## config.mk

```make
export PLATFORM = sky130hd
export DESIGN_NAME = firing_control
export DESIGN_NICKNAME = d
export VERILOG_FILES = /design/src/rtl/firing_pkg.sv /design/src/rtl/button_debounce.sv /design/src/rtl/firing_control.sv
export SDC_FILE = /design/constraint.sdc
export NUM_CORES = 1
export LEC_CHECK = 0
export CAP_MARGIN = 25
export CORE_UTILIZATION = 40
export CTS_CLUSTER_DIAMETER = 60
export DETAILED_ROUTE_END_ITERATION = 7
export PLACE_DENSITY = 0.66
export SYNTH_ARGS = -nofsm -noshare
export SYNTH_HDL_FRONTEND = slang
export SYNTH_SLANG_ARGS = --single-unit
```

## constraint.sdc

```tcl
create_clock -name clk -period 2.2 [get_ports clk]
set_clock_uncertainty 0.15 [all_clocks]
set_input_delay 0.66 -clock clk [delete_from_list [all_inputs] [get_ports clk]]
set_output_delay 0.66 -clock clk [all_outputs]
set_load 0.01 [all_outputs]
```

## src/rtl/firing_pkg.sv

```systemverilog
// Shared definitions for the firing path: datapath command codes and the
// control-stage FSM encoding.
package firing_pkg;

    localparam logic [2:0] CTRL_RELOAD = 3'b000;
    localparam logic [2:0] CTRL_HOLD   = 3'b001;
    localparam logic [2:0] CTRL_SHOT   = 3'b011;
    localparam logic [2:0] CTRL_IDLE   = 3'b100;

    typedef enum logic [2:0] {
        ST_IDLE         = 3'd0,
        ST_FIRE         = 3'd1,
        ST_COOLDOWN     = 3'd2,
        ST_WAIT_RELEASE = 3'd3,
        ST_RELOAD       = 3'd4
    } state_e;

    function automatic logic [2:0] ctrl_of(input state_e s);
        logic [2:0] c;
        case (s)
            ST_IDLE:   c = CTRL_IDLE;
            ST_FIRE:   c = CTRL_SHOT;
            ST_RELOAD: c = CTRL_RELOAD;
            default:   c = CTRL_HOLD;
        endcase
        return c;
    endfunction

endpackage

```

## src/rtl/button_debounce.sv

```systemverilog
// Two-flop synchroniser followed by a saturating-agreement debouncer.
// active_o is the debounced input normalised to active-high.
module button_debounce #(
    parameter int CYCLES     = 500000,
    parameter bit ACTIVE_LOW = 1'b0
) (
    input  logic clk,
    input  logic reset_n,
    input  logic raw_i,
    output logic active_o
);

    localparam int CW = (CYCLES > 1) ? $clog2(CYCLES) : 1;

    logic          sync1_q, sync2_q;
    logic          stable_q, stable_d;
    logic [CW-1:0] cnt_q, cnt_d;

    // The stable value only moves after CYCLES consecutive disagreeing samples.
    always_comb begin
        stable_d = stable_q;
        cnt_d    = '0;
        if (sync2_q != stable_q) begin
            if (cnt_q == CW'(CYCLES - 1)) begin
                stable_d = sync2_q;
            end else begin
                cnt_d = cnt_q + 1'b1;
            end
        end
    end

    always_ff @(posedge clk or negedge reset_n) begin
        if (!reset_n) begin
            sync1_q  <= ACTIVE_LOW;
            sync2_q  <= ACTIVE_LOW;
            stable_q <= ACTIVE_LOW;
            cnt_q    <= '0;
        end else begin
            sync1_q  <= raw_i;
            sync2_q  <= sync1_q;
            stable_q <= stable_d;
            cnt_q    <= cnt_d;
        end
    end

    assign active_o = stable_q ^ ACTIVE_LOW;

endmodule

```

## src/rtl/firing_control.sv

```systemverilog
// Control stage for the firing datapath: turns the debounced trigger and
// reload switch into single-shot, cooldown, reload and dry-fire commands.
module firing_control
    import firing_pkg::*;
#(
    parameter int DEBOUNCE_CYCLES = 500000,
    parameter int COOLDOWN_CYCLES = 12500000,
    parameter int RELOAD_CYCLES   = 50000000
) (
    input  logic       clk,
    input  logic       reset_n,
    input  logic       trigger_n,
    input  logic       reload_req,
    input  logic [1:0] shots_left,
    output logic [2:0] control,
    output logic       shot_pulse,
    output logic       dry_fire,
    output logic       busy
);

    localparam int CNT_MAX = (COOLDOWN_CYCLES > RELOAD_CYCLES) ? COOLDOWN_CYCLES : RELOAD_CYCLES;
    localparam int CNT_W   = $clog2(CNT_MAX + 1);

    logic             trig_active, reload_active;
    logic             trig_prev_q;
    logic             press;
    state_e           state_q, state_d;
    logic [CNT_W-1:0] cnt_q, cnt_d;
    logic             dry_d;
    logic [2:0]       control_q;
    logic             shot_q, dry_q, busy_q;

    button_debounce #(.CYCLES(DEBOUNCE_CYCLES), .ACTIVE_LOW(1'b1)) u_trig_db (
        .clk      (clk),
        .reset_n  (reset_n),
        .raw_i    (trigger_n),
        .active_o (trig_active)
    );

    button_debounce #(.CYCLES(DEBOUNCE_CYCLES), .ACTIVE_LOW(1'b0)) u_reload_db (
        .clk      (clk),
        .reset_n  (reset_n),
        .raw_i    (reload_req),
        .active_o (reload_active)
    );

    assign press = trig_active & ~trig_prev_q;

    always_comb begin
        state_d = state_q;
        cnt_d   = cnt_q;
        dry_d   = 1'b0;
        case (state_q)
            ST_IDLE: begin
                // Reload outranks a simultaneous press, which is dropped.
                if (reload_active && (shots_left != 2'd3)) begin
                    state_d = ST_RELOAD;
                end else if (press) begin
                    if (shots_left != 2'd0) begin
                        state_d = ST_FIRE;
                    end else begin
                        dry_d   = 1'b1;
                        state_d = ST_WAIT_RELEASE;
                    end
                end
            end
            ST_FIRE: state_d = ST_COOLDOWN;
            ST_COOLDOWN: begin
                if (cnt_q == CNT_W'(COOLDOWN_CYCLES - 1)) state_d = ST_WAIT_RELEASE;
                else                                      cnt_d   = cnt_q + 1'b1;
            end
            ST_WAIT_RELEASE: begin
                if (!trig_active) state_d = ST_IDLE;
            end
            ST_RELOAD: begin
                if (cnt_q == CNT_W'(RELOAD_CYCLES - 1)) state_d = ST_WAIT_RELEASE;
                else                                    cnt_d   = cnt_q + 1'b1;
            end
            default: state_d = ST_IDLE;
        endcase
        if (state_d != state_q) cnt_d = '0;
    end

    // Outputs are registered from the next state so they align with state_q.
    always_ff @(posedge clk or negedge reset_n) begin
        if (!reset_n) begin
            state_q     <= ST_IDLE;
            cnt_q       <= '0;
            trig_prev_q <= 1'b0;
            control_q   <= CTRL_IDLE;
            shot_q      <= 1'b0;
            dry_q       <= 1'b0;
            busy_q      <= 1'b0;
        end else begin
            state_q     <= state_d;
            cnt_q       <= cnt_d;
            trig_prev_q <= trig_active;
            control_q   <= ctrl_of(state_d);
            shot_q      <= (state_d == ST_FIRE);
            dry_q       <= dry_d;
            busy_q      <= (state_d != ST_IDLE);
        end
    end

    assign control    = control_q;
    assign shot_pulse = shot_q;
    assign dry_fire   = dry_q;
    assign busy       = busy_q;

endmodule
```

Word-level counts from Yosys, hierarchy flattened
Cells that the tools add are included.

storage, ports and cells
  bits in registers = 80
  bits of input ports = 6

cells by class
  multiplexer cells = 20
  equality and inequality tests = 16
  reductions and logical operators = 9
  add/subtract/negate cells = 3
  bitwise operators = 3

operator list
  operator                                                                 count
  26-bit 2-to-1 mux                                                        3
  19-bit 2-to-1 mux                                                        4
  26-bit one-hot mux with 2 select lines                                   1
  19-bit by 1-bit adder with 19-bit output, second input constant          2
  19-bit equality test, second input constant                              2
  26-bit by 1-bit adder with 26-bit output, second input constant          1
  26-bit by 24-bit equality test with 1-bit output, second input constant  1
  26-bit equality test, second input constant                              1
  3-bit 2-to-1 mux                                                         5
  3-bit one-hot mux with 5 select lines                                    1
  3-bit one-hot mux with 3 select lines                                    1
  3-bit by 1-bit equality test with 1-bit output, second input constant    2
  3-bit by 2-bit equality test with 1-bit output, second input constant    2
  3-bit equality test, second input constant                               2
  3-bit zero test                                                          2
  3-bit != test, second input constant                                     2
  3-bit nonzero test                                                       2
  1-bit 2-to-1 mux                                                         4
  2-bit AND reduction                                                      2
  3-bit != test                                                            1
  3-bit AND reduction                                                      1
  2-bit 2-to-1 mux                                                         1
  1-bit != test                                                            2
  2-bit != test, second input constant                                     1
  4 further kinds                                                          5

Longest topological paths before layout
  word-level depth = 8
  gate-level depth with buffers = 8

By module
From an unflattened synthesis, not the netlist that was laid out.

unflattened totals
  cell total of the unflattened synthesis = 429
  area total of the unflattened synthesis = 4160.2 um^2

by module, submodules not included
  module                          area an instance (um^2)  times used  cells each
  firing_control                  1993.2                   1           218
  button_debounce at u_trig_db    1087.3                   1           106
  button_debounce at u_reload_db  1079.8                   1           105

Least setup slack after synthesis
Ideal clock, no wire load.

  kind = reg-to-reg
  from = register cnt_q[8]
  to = register cnt_q[24]
  period minus slack after synthesis = 2254 ps
  slack = -54 ps
  data arrival time = 1986 ps
  path buffers = 2
  stages on the path, launching flop included = 8
  cell sequence = dfrtp_1 -> or4_4 -> or4_4 -> a21oi_2 -> and2_1 -> buf_6 -> buf_12 -> nor2_1

on the way
  cells in the longest elaborated chain, start to end = 6

ends and longest elaborated chain
  item                                                                              line                  source
  start, declared                                                                   firing_control.sv:28  logic [CNT_W-1:0] cnt_q, cnt_d;
  start signal, assigned                                                            firing_control.sv:96  cnt_q <= cnt_d;
  branches (longest 6 deep; another with 26-bit by 1-bit adder with 26-bit output)  n/a

Several ways; the timed one is not identified. The select of a mux whose other input is x is not followed.
A chain may end at the register's enable or synchronous reset.

Worst setup path in the final report
  from = register cnt_q[9]
  to = register cnt_q[16]

The elaborated chain is that of the path after synthesis.

==> flow_summary.json <==
{
  "first_iter_violations": 92,
  "gp_congestion": 0.877,
  "async_reset_ff_frac": 1.00,
  "htree_levels": 3,
  "synthFlopType": "dfrtp_1",
  "first_pass_iters": 4,
  "tightestPinTransition_ps": 570,
  "yosysMostFrequentCell": "dfrtp_1",
  "grt_overflow": 0,
  "path_clk_slew_ps": 90,
  "rsz0062_at_grt": "true",
  "clk_path_buf_depth": 2,
  "ant_nets": 0,
  "avgSynthCellArea_um2": 9.83,
  "start_util": 0.418,
  "synth_area_leader_cell": "dfrtp_1",
  "whs_ps": 54.1,
  "cts_hold_buffers": 0,
  "place_hpwl_um": 5960,
  "critical_path_class": "reg2reg",
  "synth_compound_area_frac": 0.0558,
  "worst_slack_ps": -116,
  "syn_to_final_growth_pct": 25.4,
  "nFillCells": 859,
  "yosysSeqAreaShare": 0.505,
  "grt_pass1_wl_um": 14200,
  "cp.arrival_ps": 2410,
  "violations": "setup timing",
  "synth_top_area_share": 0.479,
  "p_leak_nw": 2.16,
  "path_max_fanout": 6,
  "required_ps": 2290,
  "synth_edf_count": 0,
  "synth_area_leaders": "dfrtp_1 (48%), nor2_1 (6.5%), xnor2_1 (6.0%), nand3_1 (4.7%), xor2_1 (4.7%)",
  "yosys.area_share.simple": 0.273,
  "vias": 3091,
  "postSynthCellCount": 399,
  "p_per_area_nw_per_um2": 539,
  "synth_mux_area_frac": 0.0182,
  "rows": 35,
  "fin_util": 0.525,
  "finalCriticalPeriod_ps": 2320,
  "end_kind": "flip-flop",
  "dp_worst_setup_slack_ps": -343,
  "setup_viol": 27,
  "routedWlPerCell_um": 13.9,
  "n_antenna_cell": 0,
  "peakVddDrop_v": 0.000460,
  "ios": 12,
  "synth_commonest_cells": "dfrtp_1 (75), nor2_1 (68), nand3_1 (37)",
  "numCtsBuffers": 9,
  "drv_slew": 0,
  "synthAdderAreaFrac": 0.00957,
  "die_area_um2": 10200,
  "numClockSinks": 79,
  "port_buffers": 11,
  "grt_max_degree": 29,
  "drive_gt1_frac": 0.249,
  "cts_root_buf": "clkbuf_8",
  "yosysWarnings": 0,
  "die_w_um": 101,
  "antenna_found_initial": 0,
  "final_cells": 598,
  "hp-class": "in2async",
  "ys_types": 52,
  "synth_nets": 408,
  "synth_seq_cells": 79,
  "cts_tree": "yes",
  "fmax_mhz": 432,
  "syn_area_um2": 3920,
  "placedCellCount": 576,
  "final_nets": 473,
  "power.total_mw": 2.65,
  "drc_errors": 0,
  "core_um2": 9370,
  "grt_use_total": 0.181,
  "final-hold-violation-count": 0,
  "insertion_delay_ps": 360,
  "grt_pass1_vias": 3100,
  "synth_top_family_by_area": "simple AND/OR/NAND/NOR gates",
  "drt-total-wl_um": 8290,
  "finalCritPeriodShare": 1.05,
  "viasPerCell": 5.17,
  "timing.slew.headroom": 0.617,
  "maxCapViolCount": 0,
  "fp.dieH_um": 101,
  "synth-xor-area-share": 0.107,
  "status": "complete, but fails checks",
  "start_kind": "flip-flop"
}
-- stage by stage --
step,setup TNS (ps),cell area (um^2)
3_5_place_dp,-7460,4480
3_3_place_gp,-6190,4480
4_1_cts,-2810,4760
2_1_floorplan,-641,3920
5_1_grt,-4180,4920
6_report,-2170,4920
-- layout by cell type, fill, tap and decap left out, types with 6 or more instances in the layout --
master	instances
buf_4	49
clkbuf_8	10
xor2_1	21
mux2i_1	6
nand4_1	13
nor3_1	7
and3_1	8
nor4_1	7
nor2_2	9
clkdlybuf4s50_1	9
dfrtp_1	75
a21oi_1	6
inv_1	9
nor2_1	57
xnor2_1	26
nand2_1	26
nand3_1	35
-- path summary, 6_finish.rpt --
path | to | cells after the start | slack [ps] | start
worst min register to register | u_reload_db.sync2_q$_DFF_PN0_ | 0 | 210 | u_reload_db.sync1_q$_DFF_PN0_
min in group clk | u_reload_db.sync2_q$_DFF_PN0_ | 0 | 210 | u_reload_db.sync1_q$_DFF_PN0_
worst max-delay path | cnt_q[16]$_DFFE_PN0P_ | 6 | -120 | cnt_q[9]$_DFFE_PN0P_
worst min-delay path | shot_pulse$_DFF_PN0_ | 1 | 50 | reset_n
worst max register to register | cnt_q[16]$_DFFE_PN0P_ | 6 | -120 | cnt_q[9]$_DFFE_PN0P_
max in group asynchronous | u_trig_db.stable_q$_DFFE_PN1P_ | 2 | 1270 | reset_n
-- sequential cells by signal, summed over array words and instances, names as in the netlist --
register,flops
u_reload_db.sync1_q,1
u_trig_db.cnt_q,19
u_trig_db.stable_q,1
u_reload_db.sync2_q,1
state_q,3
busy,1
u_reload_db.cnt_q,19
dry_fire,1
control,2
shot_pulse,1
cnt_q,26
u_reload_db.active_o,1
trig_prev_q,1
u_trig_db.sync2_q,1
u_trig_db.sync1_q,1
-- layer usage --
metal / wire [um] / track usage
met4: 221 / 0.0936
met3: 242 / 0.0333
met1: 3730 / 0.221
met5: 0 / 0
met2: 4100 / 0.306
-- where the power goes --
part | leakage (nW) | switching [mW] | internal [mW]
sequential | 1.05 | 0.0116 | 1.46
clock | 0.106 | 0.538 | 0.560
combinational | 1.00 | 0.0492 | 0.0255
-- final cells by class --
| type | instances | area [um^2] | area share |
|---|---|---|---|
| Sequential cell | 79 | 1980 | 0.403 |
| Multi-Input combinational cell | 299 | 1960 | 0.398 |
| Timing Repair Buffer | 66 | 576 | 0.117 |
| Tap cell | 129 | 161 | 0.0328 |
| Clock buffer | 10 | 138 | 0.0280 |
| Clock inverter | 6 | 70.1 | 0.0142 |
| Inverter | 9 | 33.8 | 0.00687 |
-- kinds of logic (layout without fill, tap and decap cells) --
family | after synthesis | after routing
xor gates and xnor gates | 48 | 48
and+or+nand+nor | 209 | 209
buffers and inverters | 21 | 91
muxes | 7 | 7
AOI/OAI and AO/OA | 32 | 32
adders and majority gates | 3 | 3
DFF | 79 | 79
-- what timing repair did --
action                     in CTS  in global routing
setup endpoints to repair      28                 43
buffers inserted                1                  4
pin swaps                      11                 13
gates resized for setup        19                 29
cloned                          0                  1
-- critical path, cell delays in order, from the launching register on --
cell and delay, ps:
dfrtp_1 400, or4_4 520, or4_4 540, a21oi_4 180
and2_4 210, buf_8 150, nor2_1 50
No activity file was read; power rests on OpenSTA's default activity.
==> RTL edit: new RTL, config.mk and constraints unchanged <==
Register the output `control` once more, without a reset; this adds one clock of latency there. The other outputs are not delayed to match.
--- a/src/rtl/firing_control.sv
+++ b/src/rtl/firing_control.sv
@@ -102,7 +102,9 @@
         end
     end
 
-    assign control    = control_q;
+    always_ff @(posedge clk) begin
+        control <= control_q;
+    end
     assign shot_pulse = shot_q;
     assign dry_fire   = dry_q;
     assign busy       = busy_q;
Behaviour: same outputs for any inputs over 10 cycles, from zero or initial values and one cycle with reset_n low; that may be too few to reach the edited logic, so the function may still have changed.
==> RTL edit against the original RTL <==
Area after synthesis increased by 1.3%; the run still ends with setup timing left; total power increased by 0.79%; critical path type unchanged; routed wire length decreased by 0.36%; sequential cell count increased by 3; final cell count decreased by 0.17%; global-route usage decreased by 0.26 points; design area decreased by 0.89%; critical endpoint is now cnt_q[12]; worst setup slack got worse by 15 ps.
==> RTL edit: results (changes against the original RTL) <==
- The final weighted congestion of routability-driven global placement was 0.8332 (-5.0%).
- Clock-pin slew was measured on the worst setup and hold paths at 80 ps.
- The first-pass iteration count of the detailed router was 4 (unchanged).
- The routed via count is 3026 (-2.1%).
- The count of inserted antenna diode cells is 0 (unchanged).
- The worst register-to-register path ends at cnt_q[12].
- The leakage power total was 2.098 nW (-2.8%).
- The number of buffer cells added on primary ports is 11 (unchanged).
- The fraction of layout cells with a size suffix above 1 is 21.98% (-3.0 points).
- The register with the most flip-flops in the final layout is cnt_q.
- The master cell of the clock root buffer is clkbuf_8.
- The source-to-sink clock delay at the later pin of the worst-skew pair is 360 ps (about the same).
- The slowest cell on the critical path is or4_4.
- The path category of the worst min-delay check is in -> async.
- The number of inserted filler cells in the final layout is 872 (+1.5%).
- The global-route wire length before repair is 14190 µm (-0.15%).
- The number of nets in the finished design is 468 (-1.1%).
- The critical path's largest stage delay is 550 ps.
- Ranked by instance count, the synthesized netlist is headed by dfrtp_1 (75), nor2_1 (68), nand3_1 (37).
- Yosys attributes the largest share of cell area to dfrtp_1 (47%), nor2_1 (6.4%), xnor2_1 (6.0%).
- The synthesized netlist net count was 410 (+0.49%).
- The TritonCTS buffer count came to 9 (unchanged).
- The wire length per cell came to 13.83 µm (-0.20%).
- The HPWL after detailed placement is 5829 µm (-2.3%).
- The synthesis warning total is 0 (unchanged).
- In this run the critical register-to-register path is launched from cnt_q[7].
- For this run, the leading register cell type out of synthesis is dfrtp_1.
- The largest registers in the layout are cnt_q: 26 flops, u_reload_db.cnt_q: 19 flops, u_trig_db.cnt_q: 19 flops.
- The number of antenna violations at the first check in global routing is 0 (unchanged).
- The largest net degree at the start of global routing was 23 (-21%).
- The run finished, with violations left.
- The global-route usage over all layers was 17.85% (-0.26 points).
- The clock tree buffer depth is 2 (unchanged).
- The tightest hold margin is 12.11 ps (-42.03 ps).
- The post-synthesis sequential area ratio was 51.39% (+0.84 points).
- The category of cells accounting for the largest share of critical-path delay is simple AND/OR/NAND/NOR gates.
- The final worst slack is -130.9 ps (-15.07 ps).
- The count of distinct cell types in the synthesized netlist is 53 (+1.9%).
- The final setup violation count is 28 (+3.7%).
- The detailed router's first-iteration violation count is 92 (unchanged).
- The level count of the clock H-tree is 3 (unchanged).
- The checks that failed: setup timing.
- The largest voltage drop on the vdd net was 0.2605 mV (-43%).
- The worst slew slack as a fraction of its limit is 64.85% (+3.1 points).
- The maximum fanout count along the critical path was 5 (-1).
- The depth of the worst register-to-register path came to 6 (unchanged).
- The fraction of synthesis flops using an asynchronous set or reset pin was 96.34% (-3.7 points).
- The post-place setup slack is -358.7 ps (-15.54 ps).
[RTL edit: logic make-up after synthesis]
kind of cell | synth area share, %
muxes | 1.795
AOI/OAI and AO/OA | 5.510
buffers and inverters | 2.834
adders and majority gates | 0.9447
DFF | 51.39
and+or+nand+nor | 26.95
xor gates and xnor gates | 10.58
[RTL edit: report_power, final]
part | switching [mW] | total, mW | internal, mW | leakage, nW
clock network | 0.545 | 1.07 | 0.523 | 0.0933
logic | 0.0482 | 0.0718 | 0.0236 | 0.931
registers | 0.0117 | 1.53 | 1.52 | 1.07
total | 0.605 | 2.67 | 2.07 | 2.10
[RTL edit: layout make-up]
type	count	share of cell area (%)
Sequential cell	82	41.90
Multi-Input combinational cell	299	39.69
Timing Repair Buffer	58	10.45
Tap cell	133	3.415
Clock buffer	11	2.696
Clock inverter	5	1.155
Inverter	9	0.6932
[RTL edit: metrics by stage]
step	util (%)	setup TNS (ps)	total power [mW]	std cells	cell area (µm²)
global placement	46.59	-6637	1.633	578	4512
detailed placement	46.59	-8271	1.636	578	4512
CTS	49.25	-3263	2.710	595	4770
finish	50.32	-2844	2.671	597	4873
global route	50.32	-4559	2.785	597	4873
floorplan	-	-640.9	1.586	401	3974
[RTL edit: what timing repair did]
action	CTS	global route
endpoints found under the setup margin	29	32
pin swaps	10	12
hold buffers	0	0
cloned	0	1
endpoints found under the hold margin	0	0
gates resized for setup	21	18
buffers inserted	1	1
[RTL edit: layer usage]
layer  wire length, µm  global-route usage (%)  up-vias
met1              3837                   22.77     1462
met3               243                   4.969       18
met2              3985                   28.64       43
met4               192                   7.246        0
met5                 0                       0        -
li1                  -                       -     1503
[RTL edit: worst max path at each step]
stage	startpoint	endpoint	slack, ps	depth (start not counted)
floorplan	cnt_q[8]	cnt_q[24]	-50	7
global route	cnt_q[7]	cnt_q[15]	-180	6
detailed placement	shots_left[0]	cnt_q[13]	-360	7
CTS	cnt_q[7]	cnt_q[4]	-150	7
finish	cnt_q[7]	cnt_q[12]	-130	6
global placement	shots_left[0]	cnt_q[13]	-330	7
